**src/rtl/genius_seq_engine_pkg.sv**
```systemverilog
// Shared definitions for the Genius sequence engine.
// - FSM state encodings (3-bit, legacy-compatible constants)
// - LFSR feedback mask and default seed
// - lfsr_next(): one Galois step of the 16-bit sequence source
package genius_seq_engine_pkg;

    localparam logic [2:0] S_IDLE     = 3'd0;
    localparam logic [2:0] S_GEN      = 3'd1;
    localparam logic [2:0] S_SHOW_ON  = 3'd2;
    localparam logic [2:0] S_SHOW_OFF = 3'd3;
    localparam logic [2:0] S_WAIT     = 3'd4;
    localparam logic [2:0] S_WIN      = 3'd5;
    localparam logic [2:0] S_LOSE     = 3'd6;

    // x^16 + x^14 + x^13 + x^11 + 1 as a right-shifting Galois mask
    localparam logic [15:0] LFSR_TAPS = 16'hB400;
    localparam logic [15:0] LFSR_SEED = 16'hACE1;

    function automatic logic [15:0] lfsr_next(input logic [15:0] q);
        return q[0] ? ((q >> 1) ^ LFSR_TAPS) : (q >> 1);
    endfunction

endpackage

```
**src/rtl/genius_seq_engine_if.sv**
```systemverilog
// Bus between the game controller side (divider tick, debounced buttons,
// display/LED logic) and the sequence engine.
// - master: drives tick/start/rev/target/buttons, observes game status
// - slave : the engine
interface genius_seq_engine_if #(
    parameter int N_BTN   = 4,
    parameter int MAX_RND = 16,
    parameter int PW      = 8
);
    localparam int RW = $clog2(MAX_RND + 1);

    logic              tick_i;
    logic              start_i;
    logic              rev_i;
    logic [RW-1:0]     target_i;
    logic [N_BTN-1:0]  btn_i;
    logic [N_BTN-1:0]  leds_o;
    logic [RW-1:0]     round_o;
    logic [PW-1:0]     points_o;
    logic              busy_o;
    logic              play_o;
    logic              match_o;
    logic              end_time_o;
    logic              win_o;
    logic              lose_o;

    modport master (
        output tick_i, start_i, rev_i, target_i, btn_i,
        input  leds_o, round_o, points_o, busy_o, play_o, match_o,
               end_time_o, win_o, lose_o
    );

    modport slave (
        input  tick_i, start_i, rev_i, target_i, btn_i,
        output leds_o, round_o, points_o, busy_o, play_o, match_o,
               end_time_o, win_o, lose_o
    );

endinterface

```
**src/rtl/genius_seq_engine_lfsr16.sv**
```systemverilog
// Free-running 16-bit Galois LFSR used as the colour source.
// Ports: clk (rising edge), reset_n (sync, active low, loads SEED), q (state).
// Steps every cycle out of reset, so the colour drawn depends on how long
// the player took -- that is the intended source of randomness.
module lfsr16
    import genius_seq_engine_pkg::*;
#(
    parameter logic [15:0] SEED = LFSR_SEED
) (
    input  logic        clk,
    input  logic        reset_n,
    output logic [15:0] q
);

    always_ff @(posedge clk) begin
        if (!reset_n) q <= SEED;
        else          q <= lfsr_next(q);
    end

endmodule

```
**src/rtl/genius_seq_engine.sv**
```systemverilog
// Genius game sequence engine: draws a colour per round from the LFSR,
// plays the stored sequence on the LEDs at tick pace, then checks the
// player's presses (forward or reversed order) with a per-press timeout.
// Ports:
//   CLOCK_50 - system clock, rising edge
//   reset_n  - synchronous reset, active low
//   bus      - slave side of genius_seq_engine_if (tick, start, rev, target,
//              buttons in; leds, round, points, busy/play/match/end_time/
//              win/lose status out)
module genius_seq_engine
    import genius_seq_engine_pkg::*;
#(
    parameter int          N_BTN   = 4,
    parameter int          MAX_RND = 16,
    parameter int          PW      = 8,
    parameter int          SHOW_TK = 2,
    parameter int          TOUT_TK = 5,
    parameter logic [15:0] SEED    = LFSR_SEED
) (
    input  logic               CLOCK_50,
    input  logic               reset_n,
    genius_seq_engine_if.slave bus
);

    localparam int IW = $clog2(N_BTN);
    localparam int RW = $clog2(MAX_RND + 1);
    localparam int AW = $clog2(MAX_RND);
    localparam int SW = $clog2(SHOW_TK + 1);
    localparam int TW = $clog2(TOUT_TK + 1);

    logic [2:0]       state;
    logic [IW-1:0]    seq [MAX_RND];
    logic [RW-1:0]    round;
    logic [RW-1:0]    idx;
    logic [RW-1:0]    target;
    logic [SW-1:0]    show_cnt;
    logic [TW-1:0]    timer;
    logic [PW-1:0]    points;
    logic             rev;
    logic             match;
    logic             end_time;
    logic [N_BTN-1:0] flash;
    logic [15:0]      lfsr;
    logic             lfsr_unused;

    lfsr16 #(.SEED(SEED)) u_lfsr (
        .clk     (CLOCK_50),
        .reset_n (reset_n),
        .q       (lfsr)
    );

    // Only the low IW bits pick a colour.
    assign lfsr_unused = ^lfsr[15:IW];

    // Expected colour for the current press; reverse mode walks from the
    // newest entry back to the oldest.
    logic [RW-1:0]    exp_idx;
    logic [IW-1:0]    exp_col;
    logic [N_BTN-1:0] exp_hot;
    logic             press_ok;
    logic             last_press;
    logic [RW-1:0]    start_target;

    always_comb begin
        exp_idx      = rev ? (round - RW'(1) - idx) : idx;
        exp_col      = seq[AW'(exp_idx)];
        exp_hot      = N_BTN'(1) << exp_col;
        // Comparing against a one-hot rejects multi-bit presses as well.
        press_ok     = (bus.btn_i == exp_hot);
        last_press   = ((idx + RW'(1)) == round);
        start_target = (bus.target_i == '0 || bus.target_i > RW'(MAX_RND))
                       ? RW'(MAX_RND) : bus.target_i;
    end

    // Sequence store is deliberately not reset; entries are always written
    // before they are read in a game.
    always_ff @(posedge CLOCK_50) begin
        if (state == S_GEN) seq[AW'(round)] <= lfsr[IW-1:0];
    end

    always_ff @(posedge CLOCK_50) begin
        if (!reset_n) begin
            state    <= S_IDLE;
            round    <= '0;
            idx      <= '0;
            target   <= '0;
            show_cnt <= '0;
            timer    <= '0;
            points   <= '0;
            rev      <= 1'b0;
            match    <= 1'b0;
            end_time <= 1'b0;
            flash    <= '0;
        end else begin
            match <= 1'b0;
            flash <= '0;
            case (state)
                S_IDLE, S_WIN, S_LOSE: begin
                    if (bus.start_i) begin
                        state    <= S_GEN;
                        round    <= '0;
                        idx      <= '0;
                        points   <= '0;
                        end_time <= 1'b0;
                        rev      <= bus.rev_i;
                        target   <= start_target;
                    end
                end
                S_GEN: begin
                    round    <= round + RW'(1);
                    idx      <= '0;
                    show_cnt <= '0;
                    state    <= S_SHOW_ON;
                end
                S_SHOW_ON: begin
                    if (bus.tick_i) begin
                        if (show_cnt == SW'(SHOW_TK - 1)) begin
                            show_cnt <= '0;
                            state    <= S_SHOW_OFF;
                        end else begin
                            show_cnt <= show_cnt + SW'(1);
                        end
                    end
                end
                S_SHOW_OFF: begin
                    if (bus.tick_i) begin
                        if ((idx + RW'(1)) < round) begin
                            idx   <= idx + RW'(1);
                            state <= S_SHOW_ON;
                        end else begin
                            idx   <= '0;
                            timer <= TW'(TOUT_TK);
                            state <= S_WAIT;
                        end
                    end
                end
                S_WAIT: begin
                    // A press in the same cycle as a tick takes priority and
                    // reloads the timer, so the tick never counts.
                    if (bus.btn_i != '0) begin
                        if (press_ok) begin
                            match <= 1'b1;
                            flash <= bus.btn_i;
                            idx   <= idx + RW'(1);
                            timer <= TW'(TOUT_TK);
                            if (points != '1) points <= points + PW'(1);
                            if (last_press) state <= (round == target) ? S_WIN : S_GEN;
                        end else begin
                            state <= S_LOSE;
                        end
                    end else if (bus.tick_i) begin
                        if (timer <= TW'(1)) begin
                            end_time <= 1'b1;
                            state    <= S_LOSE;
                        end else begin
                            timer <= timer - TW'(1);
                        end
                    end
                end
                default: state <= S_IDLE;
            endcase
        end
    end

    // Playback shows the stored colour; after a correct press the pressed
    // button echoes for one cycle; WIN/LOSE/IDLE keep the LEDs dark.
    always_comb begin
        if (state == S_SHOW_ON)                          bus.leds_o = N_BTN'(1) << seq[AW'(idx)];
        else if (state == S_WAIT || state == S_GEN)      bus.leds_o = flash;
        else                                             bus.leds_o = '0;
    end

    assign bus.round_o    = round;
    assign bus.points_o   = points;
    assign bus.busy_o     = !(state == S_IDLE || state == S_WIN || state == S_LOSE);
    assign bus.play_o     = (state == S_SHOW_ON) || (state == S_SHOW_OFF);
    assign bus.match_o    = match;
    assign bus.end_time_o = end_time;
    assign bus.win_o      = (state == S_WIN);
    assign bus.lose_o     = (state == S_LOSE);

endmodule

```
**src/flat_wrapper.sv**
```systemverilog
// flat-port wrapper written by rule: the top's interface ports become plain ports
module genius_seq_engine_flat import genius_seq_engine_pkg::*;
#(
    parameter int          N_BTN   = 4,
    parameter int          MAX_RND = 16,
    parameter int          PW      = 8,
    parameter int          SHOW_TK = 2,
    parameter int          TOUT_TK = 5,
    parameter logic [15:0] SEED    = LFSR_SEED
)
  (CLOCK_50, reset_n, bus_tick_i, bus_start_i, bus_rev_i, bus_target_i, bus_btn_i, bus_leds_o, bus_round_o, bus_points_o, bus_busy_o, bus_play_o, bus_match_o, bus_end_time_o, bus_win_o, bus_lose_o);
  genius_seq_engine_if #(.N_BTN(N_BTN), .MAX_RND(MAX_RND), .PW(PW)) bus_i ();
  input  logic CLOCK_50;
  input  logic reset_n;
  input wire logic [$bits(bus_i.tick_i)-1:0] bus_tick_i;
  input wire logic [$bits(bus_i.start_i)-1:0] bus_start_i;
  input wire logic [$bits(bus_i.rev_i)-1:0] bus_rev_i;
  input wire logic [$bits(bus_i.target_i)-1:0] bus_target_i;
  input wire logic [$bits(bus_i.btn_i)-1:0] bus_btn_i;
  output wire logic [$bits(bus_i.leds_o)-1:0] bus_leds_o;
  output wire logic [$bits(bus_i.round_o)-1:0] bus_round_o;
  output wire logic [$bits(bus_i.points_o)-1:0] bus_points_o;
  output wire logic [$bits(bus_i.busy_o)-1:0] bus_busy_o;
  output wire logic [$bits(bus_i.play_o)-1:0] bus_play_o;
  output wire logic [$bits(bus_i.match_o)-1:0] bus_match_o;
  output wire logic [$bits(bus_i.end_time_o)-1:0] bus_end_time_o;
  output wire logic [$bits(bus_i.win_o)-1:0] bus_win_o;
  output wire logic [$bits(bus_i.lose_o)-1:0] bus_lose_o;
  assign bus_i.tick_i = bus_tick_i;
  assign bus_i.start_i = bus_start_i;
  assign bus_i.rev_i = bus_rev_i;
  assign bus_i.target_i = bus_target_i;
  assign bus_i.btn_i = bus_btn_i;
  assign bus_leds_o = bus_i.leds_o;
  assign bus_round_o = bus_i.round_o;
  assign bus_points_o = bus_i.points_o;
  assign bus_busy_o = bus_i.busy_o;
  assign bus_play_o = bus_i.play_o;
  assign bus_match_o = bus_i.match_o;
  assign bus_end_time_o = bus_i.end_time_o;
  assign bus_win_o = bus_i.win_o;
  assign bus_lose_o = bus_i.lose_o;
  genius_seq_engine #(.N_BTN(N_BTN), .MAX_RND(MAX_RND), .PW(PW), .SHOW_TK(SHOW_TK), .TOUT_TK(TOUT_TK), .SEED(SEED)) u_core (.CLOCK_50(CLOCK_50), .reset_n(reset_n), .bus(bus_i));
endmodule
```
**config.mk**
```make
export PLATFORM = sky130hd
export DESIGN_NAME = genius_seq_engine_flat
export DESIGN_NICKNAME = d
export VERILOG_FILES = /design/src/rtl/genius_seq_engine_pkg.sv /design/src/rtl/genius_seq_engine_if.sv /design/src/rtl/genius_seq_engine_lfsr16.sv /design/src/rtl/genius_seq_engine.sv /design/src/flat_wrapper.sv
export SDC_FILE = /design/constraint.sdc
export NUM_CORES = 1
export LEC_CHECK = 0
export ABC_AREA = 0
export CAP_MARGIN = 20
export CORE_ASPECT_RATIO = 0.5
export CORE_MARGIN = 2
export CORE_UTILIZATION = 54
export DETAILED_ROUTE_END_ITERATION = 16
export DONT_BUFFER_PORTS = 1
export PLACE_DENSITY = 0.69
export SETUP_SLACK_MARGIN = 0.2
export SLEW_MARGIN = 0
export SYNTH_ARGS = -nofsm -noshare
export SYNTH_HDL_FRONTEND = slang
export SYNTH_SLANG_ARGS = --single-unit
```
**constraint.sdc**
```tcl
create_clock -name CLOCK_50 -period 3.7 [get_ports CLOCK_50]
set_input_delay 0.37 -clock CLOCK_50 [delete_from_list [all_inputs] [get_ports CLOCK_50]]
set_output_delay 0.37 -clock CLOCK_50 [all_outputs]
set_load 0.1 [all_outputs]
```
==> After elaboration in Yosys (flattened, before gate mapping) <==
Memories as Yosys holds them, arrays and structs flattened. A register that Yosys moved wholly into a read port is not among the register bits.
Index checks and enable logic that the tools add are counted.
{ "classes": {"shifts": 2, "bitwise": 1, "div_mod_pow": 0, "reduce_logical": 25, "eq_ne": 27, "add_sub_neg": 7, "n_mul": 0, "muxes": 49, "magnitude_cmp": 3} }
{ "ops": {"columns": ["op", "n"], "rows": [
  ["$mux W3", 17],
  ["$mux W8", 4],
  ["$mux W5", 6],
  ["$mux W4", 5],
  ["$pmux W5 S4", 1],
  ["$mux W16", 1],
  ["$pmux W8 S2", 1],
  ["$pmux W3 S5", 1],
  ["$reduce_and A5 Y1", 3],
  ["$ne A2 B2 Y1 const B", 6],
  ["$add A5 B1 Y5 const B", 2],
  ["$eq A5 B5 Y1", 2],
  ["$ne A2 B1 Y1 const B", 5],
  ["$pmux W5 S2", 1],
  ["$eq A3 B3 Y1 const B", 3],
  ["$ne A3 B2 Y1 const B", 3],
  ["$add A8 B1 Y8 const B", 1],
  ["$ne A8 B8 Y1 const B", 1],
  ["$reduce_bool A2 Y1", 4],
  ["$reduce_bool A4 Y1", 2],
  ["$shl A1 B2 Y4 const A", 2],
  ["$mux W1", 7],
  ["$reduce_and A7 Y1", 1],
  ["$eq A3 B2 Y1 const B", 2],
  ["26 further kinds", 33]
]} }
{ "totals": {"in_bits": 14, "ramBits": 32, "mem_count": 1, "word_cells": 127, "out_inout_bits": 23, "latchBits": 0, "ff_bits": 54, "mem_bits_ro": 0} }
{ "memory_table": {"columns": ["memory", "depth", "width", "read_ports", "rd_ports_with_merged_regs", "write_ports", "line", "source"], "rows": [
  ["u_core.seq", 16, 2, 2, 1, 1, "genius_seq_engine.sv:32", "logic [IW-1:0] seq [MAX_RND];"]
]} }

==> Longest topological paths before layout <==
An unclocked memory read counts as a cell.
{ "depth": {"depth_word": 11, "ltp_mapped": 14, "ltp_nobuf": 13} }

==> Hierarchy <==
Synthesis repeated with hierarchy kept, for this count alone.
{ "unflattened": {"hier_cells": 485, "area_unflattened_um2": 4784.6} }
{ "by_module_without_submodules": {"columns": ["module", "area_each_um2", "n_inst", "cells_per_inst", "seq_area_each_um2"], "rows": [
  ["genius_seq_engine", 4331.7, 1, 449, 1801.7],
  ["lfsr16", 452.9, 1, 36, 320.3]
]} }

==> Worst setup path before layout <==
No wires, ideal clock.
{ "synth_timing": {"kind": "flip-flop to flip-flop", "start": "reg u_core.state[1]", "end": "reg u_core.points[4], in the netlist u_core.bus.points_o[4]", "required_time_ps": 3578, "setup_time_ps": 122, "path_buffers": 1, "setup_slack_ps": -1157, "synth_period_minus_slack_ps": 4857, "t_arrival_ps": 4735, "stages_incl_launch_ff": 10, "path_cell_list": "dfxtp_1 clkbuf_1 inv_1 nor2_1 nor3_1 nor2_1 nor2_1 a41o_1 o31a_1 a221o_1"} }
{ "synth_between": {"elab_chain_cells": 4, "elab_cells_between_ends": 12, "cone_classes": "eq/ne (7); mux (1); reduce/logical (4)"} }
{ "synth_lines": {"columns": ["item", "line", "source"], "rows": [
  ["start: declaration", "genius_seq_engine.sv:31", "logic [2:0] state;"],
  ["start signal: assignment", "genius_seq_engine.sv:147", "if (last_press) state <= (round == target) ? S_WIN : S_GEN;"],
  ["$eq A3 B3 Y1 or $logic_not A3 Y1 (tied branches)", "genius_seq_engine.sv:97", "case (state)"],
  ["$reduce_or A3 Y1", "genius_seq_engine.sv:97", null],
  ["$ne A2 B2 Y1 (no source line) or $reduce_bool A2 Y1 (tied branches)", null, null],
  ["$reduce_and A5 Y1 (no source line)", null, null],
  ["end signal: assignment", "genius_seq_engine.sv:146", "if (points != '1) points <= points + PW'(1);"],
  ["end: declaration", "genius_seq_engine.sv:38", "logic [PW-1:0] points;"]
]} }
Several ways; a longest one is shown, not always the timed one.
A chain may end at the register's enable or synchronous reset.

==> results.txt <==
Mapped cell area - 4720 µm²
Reg area - 2130 µm²
Inserted Clock Buffers - 9
Post-synth EDFFs - 32
Worst Hold Class - input pin to flop
Req. time, crit path - 3950 ps
R2r setup slk - 290 ps
Startpoint Class - flop
# diodes - 0
Port buffer count - 0
Via density - 6.08
Hold endpoint - u_core.u_lfsr.q[13]$_SDFF_PN1_
Ys async rst share - 0%
Core area - 8590 µm²
Pin count of the biggest net entering global routing - 25
First-pass GRT wire length - 18000 µm
Clock sink count - 90
Initial Utilization - 54.9%
Sum Neg Setup Slack - 0 ps
Synthesized instance count - 465
CTS tree - yes
Clk Tree Root Cell - clkbuf_16
Top Ports - 37
Critical path fanouts, max - 4
Hold Crit Start - reset_n
Die area - 9550 µm²
Prevailing post-synth register cell - dfxtp_1
DR pass1 iterations - 5
Most common cell in the netlist - dfxtp_1
Drt drc - 0
R2r startpoint - u_core.idx[0]$_SDFFE_PN0P_
PwrDens - 605 nW/µm²
Crit Path Category - flop to flop
Final Core Density - 62.7%
Cts hold-fix bufs - 0
Detailed placement HPWL - 8210 µm
Commonest cells in the netlist - 58 x dfxtp_1, 45 x nor2_1, 41 x nand2_1, 32 x edfxtp_1, 29 x a21oi_1
Share of layout cells above drive strength 1 - 18.3%
Multi-input gate area in the final layout - 2510 µm²
Yosys reg bits - 90
Worst VDD drop - 0.000289 V
Status - completed
DR WL/cell - 18.5 µm
Arrival @ worst endpoint - 3660 ps
Setup repair after global routing missed its margin - true
Final hold violation count - 0
Setup violators final - 0
H-tree depth - 3
Slew Limit Headroom - 27.0%
# placed instances - 590
Final Net Count - 523
Synth top area cells - dfxtp_1 25%, edfxtp_1 20%, mux4_2 5.3%
WHS - 110 ps
Finished Layout Cells - 613
Placer congestion estimate - 0.922
Routed WL - 11400 µm
Vias in the first global route - 3447
Area share of the largest cell type after synthesis - 24.6%
Longest Clk Path Bufs - 2
Leading area contributor after synthesis - dfxtp_1
Leak - 2.01 nW
Row count - 24
Filler instances - 733
Max-slew violations - 0
Period Utilization, post-route - 92.1%
Crit. Startpoint - u_core.idx[0]$_SDFFE_PN0P_
Post-synth cell types - 68
Area growth from synthesis to layout - 14.2%
Hold path depth - 1
Clk_lat worst skew - 340 ps
Synth Net Count - 497
FMAX - 293 MHz
Worst-Margin Slew - 1090 ps
Via count - 3725
Total power - 3.26 mW
Max-cap violations - 0
Min Tclk post-route - 3410 ps
FF-to-FF path depth - 14
Seq/Total Area, Yosys - 45.0%
Worst-path clk slew - 70 ps
Total gr overflow - 0
Avg Cell Area, Syn - 10.1 µm²
Die height - 70.1 µm
Endpoint type of the worst setup path - flop
Antenna violations before repair - 0
Overall fraction of global-route tracks in use - 24.8%
DRT antenna net count - 0
Worst Skew - 10.0 ps
Die span in x - 136 µm
1st-iter DRT viols - 315
Ys Warns - 0
## registers in the layout, summed over array words and instances, names as in the netlist, named ones only
signal / cells
u_core.timer: 3
u_core.idx: 5
u_core.flash: 4
u_core.seq: 32
u_core.bus.match_o: 1
u_core.target: 5
u_core.rev: 1
u_core.bus.end_time_o: 1
u_core.state: 3
u_core.u_lfsr.q: 16
u_core.bus.points_o: 8
u_core.show_cnt: 2
u_core.bus.round_o: 5
## layout by cell type (no fill, tap or decap), types with 3 or more instances in the layout
| cell | synthesis | layout |
|---|---|---|
| ha_1 | 17 | 16 |
| nand2_1 | 41 | 39 |
| or3_1 | 6 | 6 |
| mux4_2 | 11 | 11 |
| nor2b_1 | 4 | 4 |
| nor3b_1 | 4 | 4 |
| buf_4 | 0 | 33 |
| nor2_1 | 45 | 42 |
| a32oi_1 | 5 | 5 |
| nand3_1 | 13 | 13 |
| or2_2 | 3 | 3 |
| nor3_1 | 6 | 6 |
| or4_1 | 4 | 4 |
| o21ai_0 | 13 | 13 |
| nand2b_1 | 16 | 16 |
| a21o_1 | 6 | 6 |
| and2_1 | 12 | 12 |
| a211oi_1 | 9 | 8 |
| mux2i_1 | 11 | 11 |
| dfxtp_1 | 58 | 55 |
| xor2_1 | 7 | 7 |
| inv_1 | 22 | 23 |
| xnor2_1 | 9 | 9 |
| a31oi_1 | 4 | 3 |
| a21oi_1 | 29 | 28 |
| nor2_2 | 2 | 3 |
| edfxtp_1 | 32 | 32 |
| inv_4 | 0 | 3 |
| o211a_1 | 3 | 3 |
| clkbuf_16 | 0 | 9 |
## power by group
group / leakage, nW / total (mW) / switching [mW] / internal [mW]
registers: 0.770 / 1.17 / 0.0877 / 1.09
logic: 1.10 / 1.24 / 0.798 / 0.437
clock network: 0.142 / 0.849 / 0.377 / 0.471
## final cells by class
class	count	area share, %
well taps	117	2.72
clock inverters	5	0.511
multi-input cells	335	46.6
repair buffers	33	4.60
flip-flops and latches	90	39.6
inverters	22	1.53
clock buffers	11	4.51
## how the worst max path moves through the flow
stage	end	cells after the start
floorplan	bus_leds_o[0]	4
global placement	u_core.bus.points_o[0]$_SDFFE_PN0P_	13
detailed placement	u_core.bus.points_o[4]$_SDFFE_PN0P_	13
CTS	u_core.bus.points_o[4]$_SDFFE_PN0P_	13
global route	flop	14
finish	flop	14
## logic make-up after synthesis
group	count (synthesis)	share of synthesized area, %
mux	27	9.47
simple gates	174	19.0
xor+xnor	17	3.31
buf+inv	40	3.87
flops	90	45.0
fa+ha+maj	18	4.93
compound gates	99	14.4
## through the flow
stage               area [µm²]  worst slack [ps]
floorplan                 4760              96.0
global placement          5020               194
detailed placement        5020               121
CTS                       5310               209
global route              5390               145
finish                    5390               291
## repair_timing
item,in CTS,in global routing
hold endpoints to repair,0,0
endpoints found under the setup margin,8,20
pin swaps,1,6
resized for setup,1,9
cloned,0,0
buffers inserted,2,5
## layer usage
layer  vias up  global-route usage [%]  wire length (µm)
li1       1759                       -                 -
met1      1798                    37.6              5460
met2       156                    34.6              4700
met3        12                    7.04              1060
met4         0                    6.37               129
met5         -                       0                 0
## critical path, cell delays in order, from the launching register on
cell     delay [ps]
dfxtp_1         310
inv_1            80
ha_4            140
inv_1            50
fa_2            370
xnor2_2         190
mux2i_4         230
mux4_2          550
a21oi_2         160
nand2_2         110
o22ai_4         200
nor3_4           70
buf_4           160
or4_1           520
a21oi_1         180
No activity file was read; power rests on OpenSTA's default activity.
